[src/rtl/scan_mux_nx1.sv]
// Purpose: registered N-to-1 mux with manual select or round-robin auto-scan, tagging each word with its channel and a scan-wrap marker.
// Latency: 1 cycle from d to y; 2 cycles from a sel_load strobe to y showing the new channel.
// Backpressure: none; en=0 freezes the block (outputs hold, y_valid low).
//
// Optional build macro: SCAN_MUX_PARITY_EN adds output y_par (XOR reduction of the selected word, registered with y).
//
// Ports:
//   clk, rst_n         rising-edge clock, asynchronous active-low reset
//   en, mode           block enable; 0 = manual select, 1 = auto-scan
//   sel, sel_load      manual channel select and its capture strobe
//   d                  packed inputs, channel k at [k*WIDTH +: WIDTH]
//   y, y_ch, y_valid   registered selected word, its channel, valid flag
//   wrap               one-cycle pulse when the scan shows channel 0 again
//   sel_err            one-cycle pulse when an out-of-range sel is rejected
module scan_mux_nx1 #(
  parameter int WIDTH    = 1,
  parameter int CHANNELS = 4,
  parameter int SEL_W    = 2,
  parameter int DWELL    = 1
) (
  input  logic                      clk,
  input  logic                      rst_n,
  input  logic                      en,
  input  logic                      mode,
  input  logic [SEL_W-1:0]          sel,
  input  logic                      sel_load,
  input  logic [CHANNELS*WIDTH-1:0] d,
  output logic [WIDTH-1:0]          y,
  output logic [SEL_W-1:0]          y_ch,
  output logic                      y_valid,
  output logic                      wrap,
  output logic                      sel_err
`ifdef SCAN_MUX_PARITY_EN
  ,
  output logic                      y_par
`endif
);

  // A dwell of one cycle still needs a 1-bit counter to keep widths legal.
  localparam int CNT_W = (DWELL > 1) ? $clog2(DWELL) : 1;
  localparam logic [SEL_W-1:0] LAST_CH  = SEL_W'(CHANNELS - 1);
  localparam logic [SEL_W:0]   NUM_CH   = (SEL_W + 1)'(CHANNELS);
  localparam logic [CNT_W-1:0] LAST_CNT = CNT_W'(DWELL - 1);

  typedef enum logic [1:0] {
    IDLE   = 2'd0,
    MANUAL = 2'd1,
    SCAN   = 2'd2
  } state_t;

  state_t             state_q, state_d;
  logic [SEL_W-1:0]   ch_reg, ch_d;
  logic [CNT_W-1:0]   dwell_cnt, cnt_d;
  logic               wrap_pend, pend_d;
  logic [WIDTH-1:0]   y_d;
  logic [SEL_W-1:0]   y_ch_d;
  logic               wrap_d;
  logic               err_d;
  logic [WIDTH-1:0]   sel_word;
  logic               sel_ok;

  assign sel_word = d[ch_reg*WIDTH +: WIDTH];
  // Zero-extend so the compare is meaningful when CHANNELS is a power of two.
  assign sel_ok   = ({1'b0, sel} < NUM_CH);

  // The state register records the mode of the last edge, so "valid" is
  // simply "the last edge was an active one".
  assign y_valid  = (state_q != IDLE);

  always_comb begin
    state_d = IDLE;
    ch_d    = ch_reg;
    cnt_d   = dwell_cnt;
    pend_d  = wrap_pend;
    y_d     = y;
    y_ch_d  = y_ch;
    wrap_d  = 1'b0;
    err_d   = 1'b0;

    if (en) begin
      state_d = mode ? SCAN : MANUAL;
    end

    if (state_d != IDLE) begin
      y_d    = sel_word;
      y_ch_d = ch_reg;
      // The 3->0 step is taken one edge before y_ch shows 0, so the wrap
      // marker is carried over in wrap_pend and released with that word.
      wrap_d = wrap_pend;
      pend_d = 1'b0;
    end

    case (state_d)
      MANUAL: begin
        cnt_d = '0;
        if (sel_load) begin
          if (sel_ok) begin
            ch_d = sel;
          end else begin
            err_d = 1'b1;
          end
        end
      end
      SCAN: begin
        if (dwell_cnt == LAST_CNT) begin
          cnt_d = '0;
          if (ch_reg == LAST_CH) begin
            ch_d   = '0;
            pend_d = 1'b1;
          end else begin
            ch_d = ch_reg + 1'b1;
          end
        end else begin
          cnt_d = dwell_cnt + 1'b1;
        end
      end
      default: begin
      end
    endcase
  end

  always_ff @(posedge clk or negedge rst_n) begin
    if (!rst_n) begin
      state_q   <= IDLE;
      ch_reg    <= '0;
      dwell_cnt <= '0;
      wrap_pend <= 1'b0;
      y         <= '0;
      y_ch      <= '0;
      wrap      <= 1'b0;
      sel_err   <= 1'b0;
    end else begin
      state_q   <= state_d;
      ch_reg    <= ch_d;
      dwell_cnt <= cnt_d;
      wrap_pend <= pend_d;
      y         <= y_d;
      y_ch      <= y_ch_d;
      wrap      <= wrap_d;
      sel_err   <= err_d;
    end
  end

`ifdef SCAN_MUX_PARITY_EN
  always_ff @(posedge clk or negedge rst_n) begin
    if (!rst_n) begin
      y_par <= 1'b0;
    end else if (en) begin
      y_par <= ^sel_word;
    end
  end
`endif

endmodule
[config.mk]
export PLATFORM = sky130hd
export DESIGN_NAME = scan_mux_nx1
export DESIGN_NICKNAME = d
export VERILOG_FILES = /design/src/rtl/scan_mux_nx1.sv
export SDC_FILE = /design/constraint.sdc
export NUM_CORES = 1
export LEC_CHECK = 0
export CELL_PAD_IN_SITES_DETAIL_PLACEMENT = 1
export CELL_PAD_IN_SITES_GLOBAL_PLACEMENT = 1
export CORE_MARGIN = 3
export CORE_UTILIZATION = 29
export CTS_BUF_LIST = sky130_fd_sc_hd__clkbuf_16
export DETAILED_ROUTE_END_ITERATION = 7
export PLACE_DENSITY = 0.79
export SLEW_MARGIN = 20
export SYNTH_ARGS = -nofsm -noshare
export SYNTH_HDL_FRONTEND = slang
export SYNTH_SLANG_ARGS = --single-unit
[constraint.sdc]
create_clock -name clk -period 1.7 [get_ports clk]
set_clock_uncertainty 0.2 [all_clocks]
set_input_delay 0.255 -clock clk [delete_from_list [all_inputs] [get_ports clk]]
set_output_delay 0.255 -clock clk [all_outputs]
set_load 0.05 [all_outputs]
======== Word level (Yosys, flattened, before mapping) ========
Index checks and enable logic that the tools add are counted.
operators by class
  add/subtract/negate cells ............... 2
  equal/unequal tests ..................... 5
  shift-type cells ........................ 1
  multiplexer cells ....................... 13
  reduce and logical (&&, ||, !) cells .... 4
operator list
  operator                                             number
  2-to-1 mux 2 bit                                     5
  2-to-1 mux 1 bit                                     6
  nonzero test 2 bit                                   3
  equality test 2 bit, second input constant           2
  inequality test 2 bit, second input constant         2
  case mux 2 bit (2 select lines)                      1
  variable part select 4 x 3 -> 1 bit                  1
  AND reduction 3 bit                                  1
  adder 2 x 1 -> 2 bit, second input constant          1
  equality test 2 x 1 -> 1 bit, second input constant  1
  case mux 1 bit (2 select lines)                      1
  adder 1 bit, second input constant                   1
word-level totals
  register bits after elaboration ......... 10
  input bits .............................. 11
  output and inout port bits .............. 6
  logic and storage cells ................. 32

======== Depth between registers and ports, before layout ========
Gate-level depths: netlist of the first run.
  depth after elaboration ................. 7
  gate-level depth with buffers ........... 4
  mapped depth without buffers ............ 4

======== Worst setup path after synthesis of the first run ========
No wires, ideal clock.
  path kind ............................... register to register
  start point ............................. reg ch_reg[0]
  end point ............................... reg ch_reg[1]
  setup time .............................. 0.121 ns
  data arrival time ....................... 1.114 ns
  required time ........................... 1.379 ns
  path slack .............................. 0.265 ns
  cell stages (with the launch flop) ...... 4
  buffers on the path ..................... 0
  period minus slack after synthesis ...... 1.435 ns
  cells stage by stage .................... dfrtp_1 > ha_1 > a22o_2 > a22o_1
on the way
  cells in the longest elaborated chain, start to end .. 4
  elaborated cells between the ends (all ways) .. 5
  classes of those cells .................. 1 x add/sub; 1 x eq/ne; 3 x mux
RTL lines
  element                                                             RTL line  source
  from (decl)                                                         52        logic [SEL_W-1:0] ch_reg, ch_d;
  from (signal assigned)                                              134       ch_reg <= ch_d;
  adder 2 x 1 -> 2 bit / equality test 2 bit (equally long branches)  111, 107
  2-to-1 mux 2 bit *                                                  107       if (ch_reg == LAST_CH) begin
  2-to-1 mux 2 bit *                                                  105       if (dwell_cnt == LAST_CNT) begin
  case mux 2 bit (2 select lines) *                                   93        case (state_d)
Every way passes the cells marked *; elsewhere a longest branch is shown, timed or not. The select of a mux whose other input is x is not followed.
A chain may end at the register's enable or synchronous reset.

======== Worst setup path in the final report of the first run ========
  start point ............................. reg state_q[1]
  end point ............................... out y_valid
on the way
  cells in the longest elaborated chain, start to end .. 1
RTL lines
  element                 RTL line  source
  from (decl)             51        state_t state_q, state_d;
  from (signal assigned)  133       state_q <= state_d;
  nonzero test 2 bit      68        assign y_valid = (state_q != IDLE);
  to (decl)               30        output logic y_valid,
No other way between the ends.

==> results of run 1 <==
-- cell families (layout without fill, tap and decap cells) --
kind of cell,Yosys count,after routing,share of synthesized area
and+or+nand+nor,9,9,0.1390
DFF,9,9,0.5438
other,1,1,0.009055
AOI/OAI and AO/OA,8,8,0.1450
adders and majority gates,1,1,0.03021
muxes,3,3,0.07855
buffers and inverters,5,26,0.05438
-- final cells by class --
type / count / area share
Clock inverter: 1 / 0.005525
Sequential cell: 9 / 0.3315
Timing Repair Buffer: 19 / 0.2652
Multi-Input combinational cell: 22 / 0.2449
Inverter: 3 / 0.01657
Clock buffer: 3 / 0.1105
Tap cell: 14 / 0.02578
-- synth_stat cells, drive strengths merged --
library cell,count
inv,3
nor2,1
nand3,1
mux2,2
conb,1
or2,1
nand3b,1
o221ai,1
clkbuf,1
nand2,1
and2b,1
dfrtp,9
a22o,4
buf,1
mux2i,1
ha,1
and2,2
nor2b,1
o21ai,3
-- metal layers --
metal  part of all wire  global-route usage
met2               0.54              0.2820
met1               0.37              0.1360
met4              0.010             0.07229
met3              0.075             0.07469
met5                  0                   0
-- stage by stage --
step / setup WS, ps / power (mW) / area [um2] / util
global route: 157.1 / 1.030 / 679.4 / 0.5586
CTS: 180.6 / 0.9970 / 679.4 / 0.5586
floorplan: 264.6 / 0.4332 / 414.1 / -
finish: 196.0 / 0.9754 / 679.4 / 0.5586
global placement: 88.68 / 0.5427 / 600.6 / 0.4938
detailed placement: 65.82 / 0.5563 / 600.6 / 0.4938
-- where the power goes --
group,total [mW],internal (mW),switching [mW]
logic,0.277,0.124,0.153
registers,0.280,0.251,0.0289
clock network,0.418,0.308,0.110
total,0.975,0.684,0.292
-- path summary, 6_finish.rpt --
path	slack [ps]	endpoint	cells after the start
setup reg to reg	240	ch_reg[1]	3
hold / removal	130	y	1
max in group asynchronous	860	y_ch[0]	1
min in group clk	280	wrap	1
setup / recovery	200	y_valid	2
hold reg to reg	280	wrap	1
-- critical path, stage by stage, from the launching register on --
cell and delay, ps:
dfrtp_1 340, or2_2 280, buf_4 190
==> reports/qor.yml, run 1 <==
multi_input_area_um2: 166.4
synth_area_leaders: "dfrtp_1 54%, a22o_1 6.3%, mux2_2 5.4%"
ctsHtreeMaxLevel: 1
die_w_um: 43.79
cp_data_required_time_ps: 1240
syn_area_per_cell_um2: 11.50
cts_root_buf: "clkbuf_16"
rsz0062_at_grt: "no"
cts_max_path_buffers: 2
num_rows: 12
area.sequential_um2: 225.2
timing.hold.ws_ps: 131.2
ys_types: 21
syn_area_um2: 414.1
dp_hpwl_um: 778.1
cp.arrival_ps: 1050
area_growth_pct: 64.05
cts_sinks: 9
diodes: 0
status: "complete, no violations"
cts_made_buffers: 3
final.setup.tns_ps: 0
cap_violations: 0
postCtsSetupBuffers: 0
routed-via-count: 355
io_pins: 17
die_h_um: 43.79
synth_top_area_share: 0.5438
cts-resized-gates: 0
start_util: 0.3405
fmax_ghz: 0.6649
first_pass_iters: 2
port_buffers: 15
ys.warnings.count: 0
core_um2: 1216
holdCritPathClass: "primary input to async pin"
clk_pin_slew_ps: 40
seq_area_frac_synth: 0.5438
antenna_found_initial: 0
post_route_cells_drive_above_1_share: 0.3333
overflow: 0
finalCritPeriodShare: 0.8847
hold_buffers: 0
crit_fanout: 1
synth_cells: 36
grt_first_pass_wirelength_um: 1980
synth_top_area_cell: "dfrtp_1"
reg2reg_from: "ch_reg[1]"
wirelength_um: 1166
post-place-cells: 67
cts_tree: "yes"
finalHoldViolCount: 0
p_leak_nw: 0.3257
cp-startpoint: "state_q[1]"
critical_path_class: "flop to primary output"
place_congestion: 0.6935
grt_pass1_vias: 413
final_cell_mix: "10 x clkdlybuf4s50_1, 9 x dfrtp_1, 8 x buf_4, 4 x inv_1"
synth_seq_cells: 9
insertion_delay_ps: 240
grt.total_usage: 0.1530
slew_viol_final: 0
critPathCaptureType: "primary output"
wl_per_cell_um: 16.42
fin_nets: 70
ant_nets: 0
vias_per_cell: 5.000
ir_worst_vdd_uv: 856.5
syn-num-nets: 48
grt_max_degree: 10
remaining_drc_errors: 0
dr.first_iter.drc_count: 1
start_kind: "flop"
layout_commonest_cell: "clkdlybuf4s50_1"
fin_crit_ps: 1504
final-setup-viol-count: 0
instances_no_fill: 71
die-area_um2: 1918
pwr_density_cell_nw_per_um2: 1436
n_fill_cell: 130
Note: power is estimated with default switching activity, not from simulation.
==> run 2: changes to the inputs <==
- ABC_AREA: default -> 1
- CORE_UTILIZATION: 29 -> 27
- PLACE_DENSITY: 0.79 -> 0.78
==> run 2 against run 1 <==
  * Critical endpoint unchanged
  * Largest cell class unchanged
  * Die area is 10% higher
  * Worst setup slack got worse by 21 ps
  * Via count rose by 16%
  * Maximum frequency is 1.4% lower
  * Clock power fell by 1%
  * Design area decreased by 1.1%
  * Total power fell by 10%
==> reports/qor.yml, run 2 <==
grt_first_pass_wirelength_um: 1863
layout_commonest_cell: "nand2_1"
reg2reg_from: "ch_reg[0]"
syn_area_per_cell_um2: 7.573
grt_pass1_vias: 426
syn-num-nets: 69
postCtsSetupBuffers: 0
remaining_drc_errors: 0
cts_tree: "yes"
antenna_found_initial: 0
synth_seq_cells: 9
hold_buffers: 0
crit_chain: "or2_2, buf_4"
critPathCaptureType: "primary output"
first_pass_iters: 4
synth-async-reset-ratio: 1.000
diodes: 0
cts_made_buffers: 3
finalHoldViolCount: 0
core_um2: 1399
die_w_um: 45.99
fin_crit_ps: 1525
synth_top_cells_by_count: "22 x nand2_1, 9 x dfrtp_1, 9 x inv_1"
worstRegToRegCells: 3
r2r_setup_slack_ps: 440
post_route_cells_drive_above_1_share: 0.1467
cts-resized-gates: 0
p_leak_nw: 0.3825
fin_ws_ps: 175.2
synth_area_leaders: "dfrtp_1 52%, nand2_1 19%, inv_1 7.8%"
yosysMostFrequentCell: "nand2_1"
num_rows: 13
final.setup.tns_ps: 0
ant_nets: 0
ctsHtreeMaxLevel: 1
wirelength_um: 1109
place_congestion: 0.6999
wl_per_cell_um: 12.32
port_buffers: 15
final_cell_mix: "22 x nand2_1, 10 x inv_1, 10 x clkdlybuf4s50_1, 9 x dfrtp_1, 5 x nand3_1"
die-area_um2: 2115
cap_violations: 0
cts_root_buf: "clkbuf_16"
io_pins: 17
area.sequential_um2: 225.2
start_kind: "flop"
fin_nets: 88
clk_pin_slew_ps: 40
routed-via-count: 411
cp-startpoint: "state_q[1]"
vias_per_cell: 4.567
slowest_stage: "dfrtp_1"
multi_input_area_um2: 161.4
synth_top_area_share: 0.5217
dp_hpwl_um: 855.3
cts_sinks: 9
ir_worst_vdd_uv: 629.1
synth_top_area_cell: "dfrtp_1"
cp_data_required_time_ps: 1240
overflow: 0
start_util: 0.3086
die_h_um: 45.99
synth_ff_type: "dfrtp_1"
synth_cells: 57
status: "complete, no violations"
synth_edf_count: 0
ys_types: 13
insertion_delay_ps: 230
area_growth_pct: 55.65
grt_max_degree: 10
cp.arrival_ps: 1070
fmax_ghz: 0.6558
n_fill_cell: 181
slew_viol_final: 0
ys.warnings.count: 0
worstReg2RegEnd: "ch_reg[1]"
rsz0062_at_grt: "no"
final-setup-viol-count: 0
crit_fanout: 1
syn_area_um2: 431.7
dr.first_iter.drc_count: 1
pwr_density_cell_nw_per_um2: 1306
critical_path_class: "flop to primary output"
slowest_delay_ps: 360
grt.total_usage: 0.1330
finalCritPeriodShare: 0.8969
cts_max_path_buffers: 2
seq_area_frac_synth: 0.5217
pre_cts_ws_ps: 179.1
holdCritPathClass: "primary input to async pin"
[run 2: changes by cell type after synthesis, sizes merged]
cell	delta
o21ai	-1
nand3	+4
nor2b	-1
inv	+7
nand3b	-1
and2	-2
mux2	-2
and2b	-1
mux2i	-1
a22o	-4
nor2	+3
clkbuf	-1
nand2	+22
o221ai	-1
[run 2: critical path: cells and delay by family (launching register included)]
family / cells / cell delay (ps)
buffers and inverters: 1 / 190
DFF: 1 / 360
and+or+nand+nor: 1 / 290
[run 2: kinds of logic (layout without fill, tap and decap cells)]
logic type               count (synthesis)  count (layout)  synth area share
other                                    1               1          0.008687
buffers and inverters                   11              29            0.1043
AND/OR/NAND/NOR                         33              33            0.3130
flip-flops                               9               9            0.5217
adder cells (fa/ha/maj)                  1               1           0.02898
AO/OA/AOI/OAI                            2               2           0.02317
[run 2: worst max-delay path by stage]
stage	endpoint	slack, ps	cells after the start
after CTS	y_valid	160	2
final	y_valid	180	2
after global routing	y_valid	140	2
after global placement	ch_reg[0]	190	7
after detailed placement	ch_reg[1]	180	5
after floorplan	y_valid	500	1
[run 2: layer usage]
| layer | vias up | share of wire | global-route usage |
|---|---|---|---|
| met5 | - | 0 | 0 |
| met4 | 0 | 0.0090 | 0.05114 |
| met3 | 2 | 0.056 | 0.05929 |
| met2 | 11 | 0.54 | 0.2308 |
| met1 | 195 | 0.39 | 0.1381 |
| li1 | 203 | - | - |
[run 2: stage by stage]
step                hold slack (ps)  cells  power [mW]  utilization  instance area (um2)
finish                        129.5     90      0.8775       0.4803                671.9
floorplan                    -240.6     57      0.3765            -                431.7
global route                  152.9     90      0.9191       0.4803                671.9
detailed placement            265.2     86      0.4678       0.4240                593.1
CTS                           133.3     90      0.8839       0.4803                671.9
global placement              250.1     86      0.4612       0.4240                593.1
[run 2: final cells by class]
class,count,area share
flip-flops and latches,9,0.3352
multi-input cells,37,0.2402
repair buffers,15,0.2235
clock buffers,3,0.1117
inverters,10,0.05587
well taps,15,0.02793
clock inverters,1,0.005587
[run 2: power by group]
part           internal (mW)  switching (mW)
sequential             0.241          0.0245
clock                  0.308           0.106
combinational         0.0800           0.117
==> run 3: changes to the inputs <==
- CAP_MARGIN: default -> 10
==> results of run 3 <==
No change in the layout: final DEF, timing and power equal those of run 2.
